### src/rtl/mem_arbiter_pkg.sv
// Shared constants for the byte-wide memory arbiter: FSM states, access
// size codes, the IO region tag and requester identifiers.
package mem_arbiter_pkg;

    typedef enum logic [1:0] {
        ST_IDLE  = 2'd0,
        ST_IF_RD = 2'd1,
        ST_LS_RD = 2'd2,
        ST_LS_WR = 2'd3
    } arb_state_e;

    localparam logic [1:0] SZ_B = 2'b00;
    localparam logic [1:0] SZ_H = 2'b01;
    localparam logic [1:0] SZ_W = 2'b10;

    // addr[17:16] value that selects the memory-mapped IO window
    localparam logic [1:0] IO_REGION_HI = 2'b11;

    typedef enum logic {
        GNT_IF = 1'b0,
        GNT_LS = 1'b1
    } gnt_e;

    // Number of byte beats for an LSB access size; unused code 11 behaves as a word
    function automatic logic [2:0] size_to_len(input logic [1:0] sz);
        case (sz)
            SZ_B:    return 3'd1;
            SZ_H:    return 3'd2;
            default: return 3'd4;
        endcase
    endfunction

endpackage

### src/rtl/mem_byte_lane.sv
// Byte lane steering: picks the outgoing store byte and merges an incoming
// read byte into the 32-bit little-endian assembly word.
module mem_byte_lane
    import mem_arbiter_pkg::*;
(
    input  logic [31:0] wdata_i,
    input  logic [1:0]  wsel_i,
    output logic [7:0]  wbyte_o,
    input  logic [31:0] acc_i,
    input  logic [1:0]  rsel_i,
    input  logic [7:0]  din_i,
    output logic [31:0] acc_o
);

    // Store path: select byte wsel_i of the store word
    always_comb begin
        case (wsel_i)
            2'd0:    wbyte_o = wdata_i[7:0];
            2'd1:    wbyte_o = wdata_i[15:8];
            2'd2:    wbyte_o = wdata_i[23:16];
            default: wbyte_o = wdata_i[31:24];
        endcase
    end

    // Read path: overwrite lane rsel_i of the accumulator with the RAM byte
    always_comb begin
        acc_o = acc_i;
        case (rsel_i)
            2'd0:    acc_o[7:0]   = din_i;
            2'd1:    acc_o[15:8]  = din_i;
            2'd2:    acc_o[23:16] = din_i;
            default: acc_o[31:24] = din_i;
        endcase
    end

endmodule

### src/rtl/mem_arbiter.sv
// Shares the single byte-wide RAM/IO port between instruction fetch and the
// load/store buffer. Each request becomes 1, 2 or 4 byte beats; requesters
// alternate when both are waiting, and speculative reads abort on flush.
module mem_arbiter
    import mem_arbiter_pkg::*;
#(
    parameter int         ADDR_W = 32,
    parameter logic [1:0] IO_HI  = IO_REGION_HI
) (
    input  logic              clk_in,
    input  logic              rst_in,
    input  logic              rdy_in,
    input  logic              rob_clear_up,
    input  logic              if_req,
    input  logic [ADDR_W-1:0] if_addr,
    output logic              if_ready,
    output logic [31:0]       if_data,
    input  logic              ls_req,
    input  logic              ls_wr,
    input  logic [1:0]        ls_size,
    input  logic [ADDR_W-1:0] ls_addr,
    input  logic [31:0]       ls_wdata,
    output logic              ls_ready,
    output logic [31:0]       ls_rdata,
    input  logic [7:0]        mem_din,
    output logic [7:0]        mem_dout,
    output logic [ADDR_W-1:0] mem_a,
    output logic              mem_wr,
    input  logic              io_buffer_full
);

    arb_state_e        state_q, state_d;
    gnt_e              last_q, last_d;
    logic [2:0]        cnt_q, cnt_d;
    logic [2:0]        len_q, len_d;
    logic [ADDR_W-1:0] base_q, base_d;
    logic [ADDR_W-1:0] mem_a_q, mem_a_d;
    logic [31:0]       wdata_q, wdata_d;
    logic [31:0]       acc_q, acc_d;
    logic [31:0]       if_data_q, if_data_d;
    logic [31:0]       ls_rdata_q, ls_rdata_d;
    logic [7:0]        mem_dout_q, mem_dout_d;
    logic              mem_wr_q, mem_wr_d;
    logic              if_ready_q, if_ready_d;
    logic              ls_ready_q, ls_ready_d;

    logic              if_elig, ls_elig, ls_io_block;
    logic              grant_if, grant_ls;
    logic              last_beat;
    logic [ADDR_W-1:0] next_addr;
    logic [31:0]       lane_wdata, acc_ins;
    logic [1:0]        lane_wsel, lane_rsel;
    logic [7:0]        lane_wbyte;

    // A requester whose ready pulse is still high has already been served.
    assign if_elig     = if_req && !if_ready_q;
    assign ls_io_block = ls_wr && (ls_addr[17:16] == IO_HI) && io_buffer_full;
    assign ls_elig     = ls_req && !ls_ready_q && !ls_io_block;
    assign grant_if    = if_elig && (!ls_elig || (last_q == GNT_LS));
    assign grant_ls    = ls_elig && (!if_elig || (last_q == GNT_IF));

    assign last_beat = (cnt_q == len_q);
    assign next_addr = base_q + ADDR_W'(cnt_q);

    // Byte 0 of a store leaves on the grant edge, straight from the request port.
    assign lane_wdata = (state_q == ST_IDLE) ? ls_wdata : wdata_q;
    assign lane_wsel  = (state_q == ST_IDLE) ? 2'd0 : cnt_q[1:0];
    assign lane_rsel  = cnt_q[1:0] - 2'd1;

    mem_byte_lane u_lane (
        .wdata_i (lane_wdata),
        .wsel_i  (lane_wsel),
        .wbyte_o (lane_wbyte),
        .acc_i   (acc_q),
        .rsel_i  (lane_rsel),
        .din_i   (mem_din),
        .acc_o   (acc_ins)
    );

    // Next-state logic: arbitration in IDLE, byte sequencing in the access states
    always_comb begin
        state_d    = state_q;
        last_d     = last_q;
        cnt_d      = cnt_q;
        len_d      = len_q;
        base_d     = base_q;
        mem_a_d    = mem_a_q;
        wdata_d    = wdata_q;
        acc_d      = acc_q;
        if_data_d  = if_data_q;
        ls_rdata_d = ls_rdata_q;
        mem_dout_d = mem_dout_q;
        mem_wr_d   = mem_wr_q;
        if_ready_d = 1'b0;
        ls_ready_d = 1'b0;
        case (state_q)
            ST_IDLE: begin
                if (!rob_clear_up) begin
                    if (grant_if) begin
                        state_d = ST_IF_RD;
                        last_d  = GNT_IF;
                        base_d  = if_addr;
                        mem_a_d = if_addr;
                        len_d   = 3'd4;
                        cnt_d   = 3'd1;
                        acc_d   = '0;
                    end else if (grant_ls) begin
                        last_d  = GNT_LS;
                        base_d  = ls_addr;
                        mem_a_d = ls_addr;
                        len_d   = size_to_len(ls_size);
                        cnt_d   = 3'd1;
                        acc_d   = '0;
                        wdata_d = ls_wdata;
                        if (ls_wr) begin
                            state_d    = ST_LS_WR;
                            mem_wr_d   = 1'b1;
                            mem_dout_d = lane_wbyte;
                        end else begin
                            state_d = ST_LS_RD;
                        end
                    end
                end
            end
            ST_IF_RD, ST_LS_RD: begin
                if (rob_clear_up) begin
                    state_d = ST_IDLE;
                end else begin
                    acc_d = acc_ins;
                    if (last_beat) begin
                        state_d = ST_IDLE;
                        if (state_q == ST_IF_RD) begin
                            if_data_d  = acc_ins;
                            if_ready_d = 1'b1;
                        end else begin
                            ls_rdata_d = acc_ins;
                            ls_ready_d = 1'b1;
                        end
                    end else begin
                        mem_a_d = next_addr;
                        cnt_d   = cnt_q + 3'd1;
                    end
                end
            end
            default: begin
                // Stores are committed, so a flush does not interrupt them.
                if (last_beat) begin
                    state_d    = ST_IDLE;
                    mem_wr_d   = 1'b0;
                    ls_ready_d = 1'b1;
                end else begin
                    mem_a_d    = next_addr;
                    mem_dout_d = lane_wbyte;
                    cnt_d      = cnt_q + 3'd1;
                end
            end
        endcase
    end

    // State and registered outputs; everything freezes while rdy_in is low
    always_ff @(posedge clk_in or negedge rst_in) begin
        if (!rst_in) begin
            state_q    <= ST_IDLE;
            last_q     <= GNT_LS;
            cnt_q      <= '0;
            len_q      <= '0;
            base_q     <= '0;
            mem_a_q    <= '0;
            wdata_q    <= '0;
            acc_q      <= '0;
            if_data_q  <= '0;
            ls_rdata_q <= '0;
            mem_dout_q <= '0;
            mem_wr_q   <= 1'b0;
            if_ready_q <= 1'b0;
            ls_ready_q <= 1'b0;
        end else if (rdy_in) begin
            state_q    <= state_d;
            last_q     <= last_d;
            cnt_q      <= cnt_d;
            len_q      <= len_d;
            base_q     <= base_d;
            mem_a_q    <= mem_a_d;
            wdata_q    <= wdata_d;
            acc_q      <= acc_d;
            if_data_q  <= if_data_d;
            ls_rdata_q <= ls_rdata_d;
            mem_dout_q <= mem_dout_d;
            mem_wr_q   <= mem_wr_d;
            if_ready_q <= if_ready_d;
            ls_ready_q <= ls_ready_d;
        end
    end

    assign if_ready = if_ready_q;
    assign ls_ready = ls_ready_q;
    assign if_data  = if_data_q;
    assign ls_rdata = ls_rdata_q;
    assign mem_a    = mem_a_q;
    assign mem_dout = mem_dout_q;
    // A paused cycle must never write, even mid-store.
    assign mem_wr   = mem_wr_q & rdy_in;

endmodule

### config.mk
export PLATFORM = sky130hd
export DESIGN_NAME = mem_arbiter
export DESIGN_NICKNAME = d
export VERILOG_FILES = /design/src/rtl/mem_arbiter_pkg.sv /design/src/rtl/mem_byte_lane.sv /design/src/rtl/mem_arbiter.sv
export SDC_FILE = /design/constraint.sdc
export NUM_CORES = 1
export LEC_CHECK = 0
export CORE_ASPECT_RATIO = 0.6
export CORE_UTILIZATION = 44
export CTS_BUF_LIST = sky130_fd_sc_hd__clkbuf_4
export DETAILED_ROUTE_END_ITERATION = 16
export HOLD_SLACK_MARGIN = 0.15
export PLACE_DENSITY_LB_ADDON = 0.12
export SLEW_MARGIN = 25
export SYNTH_ARGS = -nofsm -noshare
export SYNTH_HDL_FRONTEND = slang
export SYNTH_HIERARCHICAL = 1
export SYNTH_SLANG_ARGS = --single-unit
### constraint.sdc
create_clock -name clk_in -period 4.97 [get_ports clk_in]
set_input_delay 1.491 -clock clk_in [delete_from_list [all_inputs] [get_ports clk_in]]
set_output_delay 1.491 -clock clk_in [all_outputs]
set_load 0.05 [all_outputs]
---- Word-level counts from Yosys, hierarchy flattened ----
Index checks and enable logic that the tools add are counted.
operators by class
  add/sub/neg operators ................... 3
  equal/unequal tests ..................... 16
  mux-type cells .......................... 57
  bitwise operators ....................... 6
  reductions and logical operators ........ 32
operators with widths
  cell                   number
  $mux W32               10
  $pmux W32 S2           2
  $mux W8                9
  $add A32 B3 Y32        1
  $pmux W8 S3            1
  $mux W3                7
  $reduce_and A5 Y1      4
  $mux W1                16
  $pmux W8 S2            1
  $reduce_and A7 Y1      2
  $mux W2                6
  $pmux W3 S2            2
  $ne A2 B2 Y1 const B   5
  $eq A2 B1 Y1 const B   4
  $eq A2 B2 Y1 const B   4
  $logic_not A2 Y1       4
  $reduce_and A4 Y1      2
  $logic_and A1 B1 Y1    7
  $reduce_bool A2 Y1     3
  $logic_not A1 Y1       5
  $not A1 Y1             5
  $pmux W1 S2            2
  $pmux W2 S2            1
  $add A3 B1 Y3 const B  1
  other kinds (9)        10
word-level totals
  register bits after elaboration ......... 212
  bits of input ports ..................... 114
  logic and storage cells ................. 128

---- Logic depth before layout (Yosys ltp) ----
Gate-level depths: netlist of run 1.
  depth after elaboration ................. 11
  depth in mapped cells ................... 10
  mapped depth without buffers ............ 8

---- Hierarchy ----
Netlist of run 1, hierarchy kept.
by module, submodules not included
  module         instances  cells an instance  area each (um2)  seq. area each (um2)
  mem_arbiter    1          825                9813.2           5306.3
  mem_byte_lane  1          48                 604.3            0.0

---- Least setup slack after synthesis of run 1 ----
OpenSTA, ideal clock, no wires.
  kind .................................... input -> output
  from .................................... in rdy_in
  to ...................................... out mem_wr
  arrival ................................. 1898 ps
  data required time ...................... 3479 ps
  setup slack ............................. 1581 ps
  cell stages on the path ................. 1
  cell sequence ........................... and2_1
on the way
  longest elaborated chain between the ends .. 1
ends and longest elaborated chain
  what                line                text
  start: declaration  mem_arbiter.sv:12   input logic rdy_in,
  $and A1 B1 Y1       mem_arbiter.sv:202  assign mem_wr = mem_wr_q & rdy_in;
  end: declaration    mem_arbiter.sv:28   output logic mem_wr,
No other way between the ends.

---- Final worst setup path of run 1 ----
Same ends and word-level chain as after synthesis.

==> flow_summary.json, run 1 <==
{
  "n_fill_cell": 2018,
  "die-height_um": 121.2,
  "clock_pin_slew_worst_setup_and_hold_paths_ns": 0.06,
  "synth_largest_type_area_fraction_pct": 50.68,
  "critical-path-slowest-cell": "sky130_fd_sc_hd__clkdlybuf4s50_1",
  "timing_worst_slew_pin_value_ns": 0.8663,
  "tritoncts.num_buffers": 51,
  "cts_hold_buf": 0,
  "critPathMaxStageDelay_ns": 0.60,
  "critPathRequiredTime_ns": 3.48,
  "combinationalPowerShare_pct": 51.3,
  "final_cell_mix": "218 x sky130_fd_sc_hd__clkdlybuf4s50_1, 211 x sky130_fd_sc_hd__dfrtp_1, 137 x sky130_fd_sc_hd__mux2_2",
  "cp_data_arrival_time_ns": 2.46,
  "fmaxAchievable_ghz": 0.2528,
  "max_cap_viol_count": 0,
  "worst_path_buffer_plus_inverter_count": 2,
  "layout.area.seq_um2": 5306,
  "critPathLaunchType": "input port",
  "clock_insertion_delay_worst_skew_ns": 0.68,
  "largest_fanout_on_the_critical_path": 7,
  "path_delay_family": "buffers and inverters",
  "mappedNetlistArea_um2": 10420,
  "synth_cell_type_count": 63,
  "global_route.usage.total_pct": 22.22,
  "fin_setup_tns_ns": 0,
  "post_cts_buffers": 0,
  "synth.ff_latch_count": 212,
  "static-leakage-power_nw": 5.934,
  "cts-resized-gates": 0,
  "finClkSkew_ns": 0.02528,
  "p_int_mw": 5.081,
  "cts_num_sinks": 212,
  "proportion_of_total_power_due_to_net_switching_pct": 43.57,
  "number_of_antenna_violations_at_the_first_check_in_global_routing": 1,
  "grt_start_max_net_pins": 107,
  "vias": 7646,
  "initial_utilization_pct": 44.93,
  "floorplan.core_area_um2": 23190,
  "layout_commonest_cell": "sky130_fd_sc_hd__clkdlybuf4s50_1",
  "hpwlAfterDp_mm": 18.36,
  "grt_pass1_vias": 7472,
  "finalCritPeriodShare_pct": 79.59,
  "postSynthAreaPerCell_um2": 11.93,
  "hold_viol_final": 0,
  "firstDrtPassIters": 5,
  "net_switching_mw": 3.924,
  "vias_per_cell": 5.262,
  "synth_top_area_cell": "sky130_fd_sc_hd__dfrtp_1",
  "final-instance-count-excl-fill": 1453,
  "rsz_0062_raised_after_global_routing": "no",
  "result_of_the_run": "finished clean",
  "final_cell_area_um2": 13490,
  "criticalPathCategory": "in2out",
  "design.portCount": 221,
  "row_count": 43,
  "globalRouteOverflowTotal": 0,
  "multi_input_logic_area_um2": 4672,
  "setup.worst_path.end_class": "output port",
  "routabilityCongestion": 0.8094,
  "wire_length_of_the_first_global_routing_pass_mm": 42.12,
  "antenna_violating_nets_post_route": 0,
  "hp-class": "reg2reg",
  "tritoncts_clock_tree": "yes",
  "drive_gt1_share_pct": 22.32,
  "synth_seq_area_share_pct": 50.94,
  "cts_root_buf": "sky130_fd_sc_hd__clkbuf_4",
  "numPlacedInstances": 1369,
  "placed_area_um2": 12880,
  "worst_slew_margin_rel_pct": 42.19,
  "synth_edf_count": 0,
  "insertedDiodeCount": 0,
  "synth_nets": 995,
  "power_density_nw_per_um2": 667.8,
  "final-max-slew-violation-count": 0,
  "ys_top_cells_by_area": "sky130_fd_sc_hd__dfrtp_1 51%, sky130_fd_sc_hd__mux2_2 15%, sky130_fd_sc_hd__mux2_1 3.8%",
  "first_iter_violations": 538,
  "clockBufferDepth": 3,
  "setup_violations": 0,
  "htree_levels": 2,
  "die-width_um": 200.6,
  "synthesis.instances": 873,
  "syn_to_final_growth_pct": 29.45,
  "drc": 0,
  "clock_power_share_pct": 15.4,
  "overall_die_area_um2": 24320,
  "synth-warning-count": 6,
  "yosys_most_used_dff": "sky130_fd_sc_hd__dfrtp_1",
  "finalWorstPathRequiredPeriod_ns": 3.955,
  "placement.io_buffers": 220,
  "synthArstFlopShare_pct": 100.0,
  "path_cells": "clkdlybuf4s50_1, and2_1, buf_4",
  "irDropWorstVdd_mv": 0.3779,
  "final_net_count": 1229,
  "wl_per_cell_um": 18.40,
  "postRouteWirelength_mm": 26.73,
  "fraction_of_power_consumed_by_sequential_logic_pct": 33.2
}
## per-stage QoR
stage | power (mW) | util, % | setup WS (ns) | hold WS (ns)
2_1_floorplan | 6.234 | - | 1.581 | 0.4538
3_3_place_gp | 7.584 | 55.56 | 0.7872 | 0.4629
3_5_place_dp | 7.645 | 55.56 | 0.7814 | 0.4685
4_1_cts | 9.082 | 58.13 | 1.014 | 0.4821
5_1_grt | 9.569 | 58.16 | 0.9524 | 0.5011
6_report | 9.005 | 58.16 | 1.015 | 0.4763
## logic make-up (layout without fill, tap and decap cells)
kind of cell / count (synthesis) / after routing / synth area share [%]
XOR/XNOR: 28 / 28 / 2.354
buffers and inverters: 99 / 364 / 4.552
multiplexers: 212 / 212 / 23.40
flip-flops: 212 / 212 / 50.94
AO/OA/AOI/OAI: 141 / 141 / 9.308
adder cells (fa/ha/maj): 8 / 8 / 1.033
AND/OR/NAND/NOR: 173 / 173 / 8.420
## state kept, by name, indices dropped and copies added (netlist names)
| register | flops |
|---|---|
| ls_rdata | 32 |
| mem_a | 32 |
| cnt_q | 3 |
| base_q | 32 |
| len_q | 3 |
| wdata_q | 32 |
| mem_wr_q | 1 |
| last_q | 1 |
| state_q | 2 |
| if_data | 32 |
| if_ready | 1 |
| acc_q | 32 |
| mem_dout | 8 |
| ls_ready | 1 |
## Yosys cell counts (3+ instances only)
cell / n
sky130_fd_sc_hd__o31ai_1: 6
sky130_fd_sc_hd__a221o_1: 17
sky130_fd_sc_hd__o21ai_1: 32
sky130_fd_sc_hd__a21o_1: 20
sky130_fd_sc_hd__and3_1: 8
sky130_fd_sc_hd__nor2b_1: 3
sky130_fd_sc_hd__mux4_2: 8
sky130_fd_sc_hd__mux2_1: 35
sky130_fd_sc_hd__buf_6: 8
sky130_fd_sc_hd__nor3_1: 5
sky130_fd_sc_hd__nand3_1: 47
sky130_fd_sc_hd__mux2i_1: 32
sky130_fd_sc_hd__buf_4: 5
sky130_fd_sc_hd__clkbuf_1: 9
sky130_fd_sc_hd__xnor2_1: 27
sky130_fd_sc_hd__and4_1: 3
sky130_fd_sc_hd__nand2b_1: 4
sky130_fd_sc_hd__inv_1: 46
sky130_fd_sc_hd__nand4_1: 11
sky130_fd_sc_hd__a21oi_1: 12
sky130_fd_sc_hd__nor2_1: 29
sky130_fd_sc_hd__o21ai_0: 26
sky130_fd_sc_hd__buf_2: 18
sky130_fd_sc_hd__dfrtp_1: 211
sky130_fd_sc_hd__nand2_1: 40
sky130_fd_sc_hd__a211o_1: 3
sky130_fd_sc_hd__a22o_1: 5
sky130_fd_sc_hd__nor2_2: 3
sky130_fd_sc_hd__buf_1: 11
sky130_fd_sc_hd__mux2_2: 137
sky130_fd_sc_hd__ha_1: 7
sky130_fd_sc_hd__and2_1: 7
## routing by layer
layer | routed length (um) | part of all wire, % | vias to the layer above | track usage (%)
met2 | 10740 | 40 | 228 | 29.64
met4 | 408 | 1.5 | 0 | 6.107
met1 | 13810 | 52 | 3736 | 34.62
li1 | - | - | 3646 | -
met5 | 0 | 0 | - | 0
met3 | 1772 | 6.6 | 36 | 5.988
## worst paths after layout
kind / from / endpoint / slack, ns / cells past startpoint
worst max-delay path: rdy_in / mem_wr / 1.01 / 3
worst min-delay path: mem_a[0]$_DFFE_PN0P_ / mem_a[0]$_DFFE_PN0P_ / 0.48 / 1
worst max register to register: state_q[0]$_DFFE_PN0P_ / if_data[28]$_DFFE_PN0P_ / 2.04 / 8
worst min register to register: mem_a[0]$_DFFE_PN0P_ / mem_a[0]$_DFFE_PN0P_ / 0.48 / 1
max in group asynchronous: rst_in / mem_dout[0]$_DFFE_PN0P_ / 3.19 / 2
min in group asynchronous: rst_in / ls_rdata[25]$_DFFE_PN0P_ / 0.84 / 1
## area by class of cell
cell class              count  area share [%]
multi-input cells         562           34.64
flip-flops and latches    212           39.35
repair buffers            233           17.35
clock inverters             9          0.2505
well taps                 315           2.923
clock buffers              75           4.175
inverters                  47           1.308
## power groups by stage
stage	Sequential [mW]	Combinational, mW	Clock, mW
after detailed placement	3.01	4.63	0
after CTS	2.99	4.65	1.44
after global routing	3.09	4.95	1.53
final	2.99	4.62	1.39
after global placement	2.99	4.59	0
after floorplan	4.09	2.15	0
No activity file was read; power rests on OpenSTA's default activity.
==> run 2, diff against run 1 <==
Clock period 4.97 ns to 3.3 ns, I/O delays scaled along.
==> flow_summary.json, run 2 (same netlist as run 1, synthesis figures left out) <==
{
  "result_of_the_run": "finished clean",
  "r2r_end": "mem_a[22]$_DFFE_PN0P_",
  "rsz_0062_raised_after_global_routing": "no",
  "criticalPathCategory": "reg2out",
  "initial_utilization_pct": 44.93,
  "worst_slew_margin_rel_pct": 39.87,
  "layout_commonest_cell": "sky130_fd_sc_hd__clkdlybuf4s50_1",
  "fin_setup_tns_ns": 0,
  "route.met3.wl_mm": 1.707,
  "syn_to_final_growth_pct": 31.38,
  "critPathMaxStageDelay_ns": 0.86,
  "path_delay_family": "buffers and inverters",
  "clock_pin_slew_worst_setup_and_hold_paths_ns": 0.07,
  "htree_levels": 2,
  "global_route.usage.total_pct": 22.24,
  "static-leakage-power_nw": 6.020,
  "vias": 7706,
  "critPathRequiredTime_ns": 2.31,
  "cts_root_buf": "sky130_fd_sc_hd__clkbuf_4",
  "worstReg2RegStart": "cnt_q[0]$_DFFE_PN0P_",
  "placement.io_buffers": 220,
  "postRouteWirelength_mm": 26.31,
  "first_iter_violations": 376,
  "hold_viol_final": 0,
  "largest_fanout_on_the_critical_path": 4,
  "final_cell_area_um2": 13690,
  "critical-path-slowest-cell": "sky130_fd_sc_hd__clkdlybuf4s50_1",
  "detailedPlace.worstSlack_ns": 0.1167,
  "fin_ws_ns": 0.3476,
  "hpwlAfterDp_mm": 18.73,
  "final-instance-count-excl-fill": 1462,
  "irDropWorstVdd_mv": 0.5077,
  "die-height_um": 121.2,
  "numPlacedInstances": 1379,
  "path_cells": "clkdlybuf4s50_1",
  "finalCritPeriodShare_pct": 89.47,
  "grt_start_max_net_pins": 66,
  "clock_insertion_delay_worst_skew_ns": 0.69,
  "setup.worst_path.end_class": "output port",
  "maxUsedRoutingLayer": "met4",
  "firstDrtPassIters": 5,
  "drt-met1-wl_mm": 13.45,
  "max_cap_viol_count": 0,
  "vias_per_cell": 5.271,
  "routabilityCongestion": 0.8397,
  "power_density_nw_per_um2": 997.2,
  "post_cts_buffers": 0,
  "r2r.worst_path.cells": 8,
  "globalRouteOverflowTotal": 0,
  "drive_gt1_share_pct": 22.84,
  "design.portCount": 221,
  "fmaxAchievable_ghz": 0.3387,
  "final_cell_mix": "218 x sky130_fd_sc_hd__clkdlybuf4s50_1, 211 x sky130_fd_sc_hd__dfrtp_1, 137 x sky130_fd_sc_hd__mux2_2",
  "tritoncts_clock_tree": "yes",
  "number_of_antenna_violations_at_the_first_check_in_global_routing": 1,
  "drc": 0,
  "final-max-slew-violation-count": 0,
  "cts_num_sinks": 212,
  "tritoncts.num_buffers": 52,
  "antenna_violating_nets_post_route": 0,
  "wl_per_cell_um": 18.00,
  "worst_path_buffer_plus_inverter_count": 1,
  "die-width_um": 200.6,
  "register_to_register_path_setup_slack_ns": 0.49,
  "cts-resized-gates": 0,
  "finClkSkew_ns": 0.04542,
  "setup_violations": 0,
  "finalWorstPathRequiredPeriod_ns": 2.952,
  "timing_worst_slew_pin_value_ns": 0.8986,
  "insertedDiodeCount": 0,
  "cp_data_arrival_time_ns": 1.96,
  "grt_pass1_vias": 7631,
  "wire_length_of_the_first_global_routing_pass_mm": 42.28,
  "clockBufferDepth": 3,
  "row_count": 43,
  "floorplan.core_area_um2": 23190,
  "dr_wl_met2_mm": 10.81,
  "cts_hold_buf": 0,
  "hp-class": "in2async",
  "critPathLaunchType": "flip-flop",
  "overall_die_area_um2": 24320,
  "placed_area_um2": 13100,
  "final_net_count": 1240
}
[run 2: worst register-to-register path: cells and delay by family, from the launching register on]
kind / cells / cell delay, ns
AOI/OAI and AO/OA: 2 / 0.89
adders and majority gates: 2 / 0.64
DFF: 1 / 0.48
and+or+nand+nor: 2 / 0.45
xor gates and xnor gates: 1 / 0.17
buffers and inverters: 1 / 0.06
[run 2: layout make-up]
| cell class | instances | area (um2) |
|---|---|---|
| clock buffers | 74 | 555.5 |
| clock inverters | 9 | 35.03 |
| fillers | 1982 | 9502 |
| inverters | 47 | 176.4 |
| multi-input cells | 562 | 4667 |
| flip-flops and latches | 212 | 5306 |
| well taps | 315 | 394.1 |
| repair buffers | 243 | 2552 |
[run 2: worst max path at each step]
stage / cells past startpoint / from / endpoint
floorplan: 8 / state_q[0]$_DFFE_PN0P_ / mem_dout[0]$_DFFE_PN0P_
global placement: 8 / ls_addr[17] / mem_a[25]$_DFFE_PN0P_
detailed placement: 7 / if_req / wdata_q[7]$_DFFE_PN0P_
CTS: 1 / ls_ready$_DFFE_PN0P_ / ls_ready
global route: 1 / ls_ready$_DFFE_PN0P_ / ls_ready
finish: 1 / ls_ready$_DFFE_PN0P_ / ls_ready
[run 2: power by group]
part           switching, mW  leakage [nW]  internal, mW  total (mW)
registers              0.767          2.72          3.74        4.50
clock network           1.03         0.362          1.02        2.05
logic                   4.10          2.93          3.00        7.10
total                   5.90          6.02          7.75        13.6
[run 2: metrics by stage]
| step | hold slack (ns) | utilization, % | total power [mW] |
|---|---|---|---|
| after floorplan | 0.4538 | - | 9.388 |
| after global placement | 0.4594 | 56.48 | 11.57 |
| after detailed placement | 0.4691 | 56.48 | 11.68 |
| after CTS | 0.2107 | 59.02 | 13.81 |
| after global routing | 0.2436 | 59.02 | 14.53 |
| final | 0.2704 | 59.02 | 13.65 |
[run 2: layer usage]
metal,vias up,global-route usage (%)
met5,-,0
met4,0,5.773
met3,32,6.042
met2,211,30.47
met1,3795,34.11
li1,3668,-
